**src/rtl/lmsm_sequencer.sv**
```systemverilog
// lmsm_sequencer: walks an 8-bit register mask lowest-bit first.
// Each selected register gets one (register, address) transfer for load-multiple or store-multiple.
module lmsm_sequencer #(
  parameter int ADDR_W = 16
) (
  input  logic              clk,
  input  logic              proc_rst,
  input  logic              start,
  input  logic              is_store,
  input  logic [7:0]        reg_mask,
  input  logic [ADDR_W-1:0] base_addr,
  input  logic              step,
  output logic              busy,
  output logic              valid,
  output logic [2:0]        reg_idx,
  output logic [ADDR_W-1:0] mem_addr,
  output logic              rf_write,
  output logic              mem_write,
  output logic [3:0]        xfer_count,
  output logic              done
);
  typedef enum logic [1:0] {IDLE, SCAN, XFER, DONE} state_t;

  state_t            state_q, state_d;
  logic [7:0]        mask_q, mask_d;
  logic [ADDR_W-1:0] base_q, base_d;
  logic              store_q, store_d;
  logic [3:0]        count_q, count_d;
  logic [2:0]        idx_q, idx_d;
  logic [ADDR_W-1:0] addr_q, addr_d;
  logic [2:0]        low;

  always_comb begin
    low = '0;
    for (int i = 7; i >= 0; i--) if (mask_q[i]) low = 3'(i);
  end

  always_comb begin
    state_d = state_q;
    mask_d  = mask_q;
    base_d  = base_q;
    store_d = store_q;
    count_d = count_q;
    idx_d   = idx_q;
    addr_d  = addr_q;
    case (state_q)
      IDLE: if (start) begin
        state_d = SCAN;
        mask_d  = reg_mask;
        base_d  = base_addr;
        store_d = is_store;
        count_d = '0;
      end
      SCAN: if (mask_q == '0) state_d = DONE;
      else begin
        state_d = XFER;
        idx_d   = low;
        addr_d  = base_q + ADDR_W'(count_q);
      end
      XFER: if (step) begin
        state_d = SCAN;
        mask_d  = mask_q & ~(8'd1 << idx_q);
        count_d = count_q + 4'd1;
      end
      default: state_d = IDLE;
    endcase
  end

  always_ff @(posedge clk or negedge proc_rst) begin
    if (!proc_rst) begin
      state_q <= IDLE;
      mask_q  <= '0;
      base_q  <= '0;
      store_q <= 1'b0;
      count_q <= '0;
      idx_q   <= '0;
      addr_q  <= '0;
    end else begin
      state_q <= state_d;
      mask_q  <= mask_d;
      base_q  <= base_d;
      store_q <= store_d;
      count_q <= count_d;
      idx_q   <= idx_d;
      addr_q  <= addr_d;
    end
  end

  assign busy       = state_q != IDLE;
  assign valid      = state_q == XFER;
  assign done       = state_q == DONE;
  assign reg_idx    = idx_q;
  assign mem_addr   = addr_q;
  assign xfer_count = count_q;
  assign rf_write   = valid & step & ~store_q;
  assign mem_write  = valid & step & store_q;
endmodule
```
**config.mk**
```make
export PLATFORM = sky130hd
export DESIGN_NAME = lmsm_sequencer
export DESIGN_NICKNAME = d
export VERILOG_FILES = /design/src/rtl/lmsm_sequencer.sv
export SDC_FILE = /design/constraint.sdc
export NUM_CORES = 1
export LEC_CHECK = 0
export CORE_MARGIN = 3
export CORE_UTILIZATION = 52
export CTS_BUF_LIST = sky130_fd_sc_hd__clkbuf_4
export CTS_CLUSTER_SIZE = 16
export DETAILED_ROUTE_END_ITERATION = 6
export PLACE_DENSITY_LB_ADDON = 0.25
export RECOVER_POWER = 25
export SKIP_LAST_GASP = 1
export SLEW_MARGIN = 5
export SYNTH_ARGS = -nofsm -noshare
export SYNTH_HDL_FRONTEND = slang
export SYNTH_SLANG_ARGS = --single-unit
```
**constraint.sdc**
```tcl
create_clock -name clk -period 2.5 [get_ports clk]
set_input_delay 0.375 -clock clk [delete_from_list [all_inputs] [get_ports clk]]
set_output_delay 0.375 -clock clk [all_outputs]
set_load 0.01 [all_outputs]
```
Word-level counts from Yosys, hierarchy flattened. Index checks and enable logic that the tools add are counted.

Bits in registers: 50. Input bits: 29. Logic and storage cells: 48.

$add $sub $neg: 2. Eq/ne operators: 5. Shifts and indexed selects: 1. Multiplexer cells: 18. Bitwise gates (word level): 7. Reduce and logical (&&, ||, !) cells: 8.

Operator list (count): 3-bit 2-to-1 mux (8); 16-bit by 4-bit adder with 16-bit output (1); 8-bit 2-to-1 mux (2); 8-bit one-hot mux with 2 select lines (1); 8-bit AND (1); 8-bit logical NOT (1); 4-bit 2-to-1 mux (2); 8-bit NOT (1); 4-bit one-hot mux with 2 select lines (1); 1-bit by 3-bit << shifter with 8-bit output (first input constant) (1); 2-bit one-hot mux with 3 select lines (1); 2-bit AND reduction (3); 4-bit by 1-bit adder with 4-bit output (second input constant) (1); 2-bit == test (second input constant) (2); 2-bit 2-to-1 mux (2); 2-bit inequality test (second input constant) (2); 2-bit nonzero test (2); 1-bit AND (3); 3-bit AND reduction (1); 2-bit by 1-bit == test with 1-bit output (second input constant) (1); 2-bit logical NOT (1); 1-bit NOT (2); 1-bit 2-to-1 mux (1).

Depth between registers and ports, before layout.
Depth after elaboration: 8. Gate-level depth with buffers: 7. Mapped depth without buffers: 7.

Least setup slack after synthesis. No wires, ideal clock.

Kind: flip-flop to flip-flop. From: register count_q[1], in the netlist xfer_count[1]. To: register addr_q[5], in the netlist mem_addr[5]. Library setup time: 0.119 ns. Arrival time: 1.752 ns. Data required time: 2.381 ns. Setup slack: 0.629 ns. Stages on the path, launching flop included: 7. Buffers on the path: 0. Clock period less this slack: 1.871 ns. Path through: dfrtp_1 > ha_1 > a211o_1 > a21oi_1 > and2b_1 > xnor2_1 > o21ai_2.

Longest elaborated chain between the ends: 1.

RTL lines: start: declaration (RTL line 28) `logic [3:0] count_q, count_d;`; start signal: assignment (RTL line 83) `count_q <= count_d;`; 16-bit by 4-bit adder with 16-bit output (RTL line 58) `addr_d = base_q + ADDR_W'(count_q);`; end signal: assignment (RTL line 85) `addr_q <= addr_d;`; end: declaration (RTL line 30) `logic [ADDR_W-1:0] addr_q, addr_d;`.

Every way passes these cells. A chain may end at the register's enable or synchronous reset.

Worst setup path in the final report.
From: register state_q[1]. To: output port rf_write.

Longest elaborated chain between the ends: 3.

RTL lines: start: declaration (RTL line 24) `state_t state_q, state_d;`; start signal: assignment (RTL line 79) `state_q <= state_d;`; 2-bit == test (RTL line 90) `assign valid = state_q == XFER;`; 1-bit AND (2 in a row) (RTL line 95) `assign rf_write = valid & step & ~store_q;`; end: declaration (RTL line 17) `output logic rf_write,`.

Every way passes these cells.

==> metrics.log <==
[metrics] outcome: completed
[metrics] fraction of layout instances using a drive strength above 1: 18.5%
[metrics] Cell variety after synth: 47
[metrics] cell area power density: 1170 nW/um^2
[metrics] die boundary height: 75.8 um
[metrics] most common cell after layout, fill and taps aside: clkdlybuf4s50_1
[metrics] #FFs+latches synth: 50
[metrics] number of pins exceeding their max-slew limit in the final report: 0
[metrics] Worst Hold Slack: 0.307 ns
[metrics] synth-to-layout area growth: 24.9%
[metrics] TritonCTS clock tree: done
[metrics] Syn Nets: 268
[metrics] top library cells by usage in the layout, fill and taps aside: clkdlybuf4s50_1 (55), dfrtp_1 (50), nand2_1 (25)
[metrics] relative slew slack: 21.4%
[metrics] total clock buffers created by CTS: 5
[metrics] total of warnings raised by yosys: 0
[metrics] number of setup violations in the final report: 0
[metrics] Critical Path Max Stage Delay: 0.54 ns
[metrics] port buffer count: 56
[metrics] slew at the pin with the worst max-slew slack: 1.18 ns
[metrics] dominant cell type by area after synthesis: dfrtp_1
[metrics] Routed Wire Length: 4930 um
[metrics] count of buffer and inverter cells on the critical path: 1
[metrics] type of the tightest min-delay check: in -> async
[metrics] post-route clock skew: 0.00594 ns
[metrics] clk root buf: clkbuf_4
[metrics] area of the die: 5750 um^2
[metrics] hold-fix buffers at CTS: 0
[metrics] Ant. Diodes: 0
[metrics] placeable core area: 4530 um^2
[metrics] global-route wire length before repair: 8200 um
[metrics] die width: 75.8 um
[metrics] predominant post-synthesis flop cell: dfrtp_1
[metrics] number of antenna violations at the first check in global routing: 0
[metrics] detailed-routing iteration count for the pre-antenna-repair pass: 4
[metrics] part of the Yosys area used for sequential elements: 49.4%
[metrics] Area contributors post-synth: dfrtp_1 (49%), mux2_2 (7.6%), o21ai_2 (5.5%)
[metrics] estimated wirelength of the detail-placed design: 3760 um
[metrics] crit end category: primary output
[metrics] # Max-Cap Violations: 0
[metrics] starting density of the core: 55.9%
[metrics] kind of launch point of the worst setup path: flip-flop
[metrics] setup TNS after final layout: 0 ns
[metrics] Total GRT Usage: 19.0%
[metrics] leak pwr: 1.32 nW
[metrics] vias: 1846
[metrics] number of buffers on the longest clock path: 2
[metrics] final worst-path cycle share: 90.0%
[metrics] fin nets: 326
[metrics] crit-path leading delay family: simple AND/OR/NAND/NOR gates
[metrics] via/cell ratio: 5.17
[metrics] crit path kind: reg -> out
[metrics] share of Yosys cell area claimed by the top area cell type: 49.4%
[metrics] maximum level of the CTS H-tree: 2
[metrics] Data required, critical path: 2.12 ns
[metrics] global-route congestion overflow total: 0
[metrics] setup repair after global routing missed its margin: no
[metrics] endpoints failing hold: 0
[metrics] number of global-route vias before repair: 1742
[metrics] post-cts gate resize count: 0
[metrics] initial detailed-routing violation count: 156
[metrics] post-route ant nets: 0
[metrics] post-synthesis instance area: 2530 um^2
[metrics] worst path arrival time: 1.87 ns
[metrics] syn_area_per_cell: 10.9 um^2
[metrics] Cell Rows: 24
[metrics] Critical Path, Cell by Cell: nor2b_1 > nand2_1 > nor2_1 > clkdlybuf4s50_1
[metrics] Clk Latency, worst-skew pair: 0.36 ns
[metrics] total number of clock tree sinks: 50
[metrics] gate count of the mapped netlist: 233
[metrics] number of flops mapped to enable cells by yosys: 0
[metrics] largest net degree at the start of global routing: 51
[metrics] highest ir drop seen on vdd: 0.557 mV
[metrics] number of top-level pins: 57
[metrics] share of async-settable or async-resettable flops after synthesis: 100%
[metrics] routability-driven placement congestion ratio: 0.831
[metrics] worst-path cell with the longest stage delay: clkdlybuf4s50_1
[metrics] routed wire length per instance: 13.8 um
[metrics] highest clock rate: 445 MHz
[metrics] register clock-pin slew on the reported worst setup and hold paths: 0.14 ns
[metrics] drt drc: 0
[metrics] Post-CTS Setup Repair Bufs: 0
[metrics] Final Critical Period: 2.25 ns
[metrics] Worst Path Max Fanout: 5
[synthesized netlist by cell type (2+ instances only)]
library cell	n
a21o_1	3
a21oi_1	16
and2_1	3
and3_1	2
buf_12	2
clkbuf_1	2
dfrtp_1	50
ha_1	5
inv_1	6
mux2_2	17
nand2_1	25
nand2_2	3
nand3_1	7
nand4_1	2
nor2_1	18
nor3_1	4
o21ai_0	2
o21ai_2	16
o21bai_1	2
o22ai_1	6
or4_1	2
xnor2_1	11
xor2_1	5
[final timing paths]
check | cells past startpoint | to | start | slack, ns
worst min-delay path | 2 | reg_idx[0] | proc_rst | 0.31
worst min register to register | 2 | mem_addr[10] | mem_addr[10] | 0.49
worst max-delay path | 4 | rf_write | state_q[1] | 0.25
worst max register to register | 6 | mem_addr[5] | xfer_count[1] | 0.46
max in group asynchronous | 2 | base_q[15] | proc_rst | 1.47
min in group clk | 2 | mem_addr[10] | mem_addr[10] | 0.49
[registers in the layout, indices dropped and copies added (netlist names)]
signal      count
mask_q          8
xfer_count      4
store_q         1
state_q         2
mem_addr       16
base_q         16
reg_idx         3
[power breakdown]
group	internal, W	switching (W)	leakage (nW)
Sequential	0.00119	0.000373	0.606
Combinational	0.000943	0.000845	0.686
Clock	0.000105	0.000244	0.0286
Total	0.00224	0.00146	1.32
[area by class of cell]
class	count	area, um^2
flip-flops and latches	50	1250
fillers	360	1370
well taps	65	81.3
clock inverters	3	16.3
multi-input cells	169	1180
repair buffers	59	576
inverters	6	22.5
clock buffers	5	37.5
[worst register-to-register path, stage by stage, from the launching register on]
cell and delay [ns]:
dfrtp_1 0.49, ha_1 0.36, a211o_1 0.27, a21oi_1 0.36, and2b_1 0.24, xnor2_1 0.16
o21ai_2 0.06
[logic make-up after synthesis]
| kind of cell | after synthesis | share of synthesized area, % |
|---|---|---|
| and+or+nand+nor | 79 | 16.2 |
| AOI/OAI and AO/OA | 50 | 13.6 |
| DFF | 50 | 49.4 |
| muxes | 18 | 7.95 |
| xor gates and xnor gates | 16 | 5.53 |
| buffers and inverters | 14 | 4.00 |
| adders and majority gates | 6 | 3.26 |
[metal layers]
metal / track usage, % / wire length (um) / up-vias
met5: 0 / 0 / -
met4: 6.80 / 75 / 0
met3: 4.35 / 248 / 7
met2: 27.9 / 2220 / 46
met1: 27.5 / 2400 / 859
li1: - / - / 934
[through the flow]
step | total power [W] | setup slack, ns | util [%] | cell area [um^2] | instances
after floorplan | 0.00276 | 0.629 | - | 2530 | 233
after global placement | 0.00331 | 0.490 | 68.7 | 3110 | 349
after detailed placement | 0.00339 | 0.469 | 68.7 | 3110 | 349
after CTS | 0.00374 | 0.240 | 69.9 | 3170 | 357
after global routing | 0.00401 | 0.0994 | 69.8 | 3170 | 357
final | 0.00370 | 0.251 | 69.8 | 3170 | 357
(Power assumes the default switching activity.)
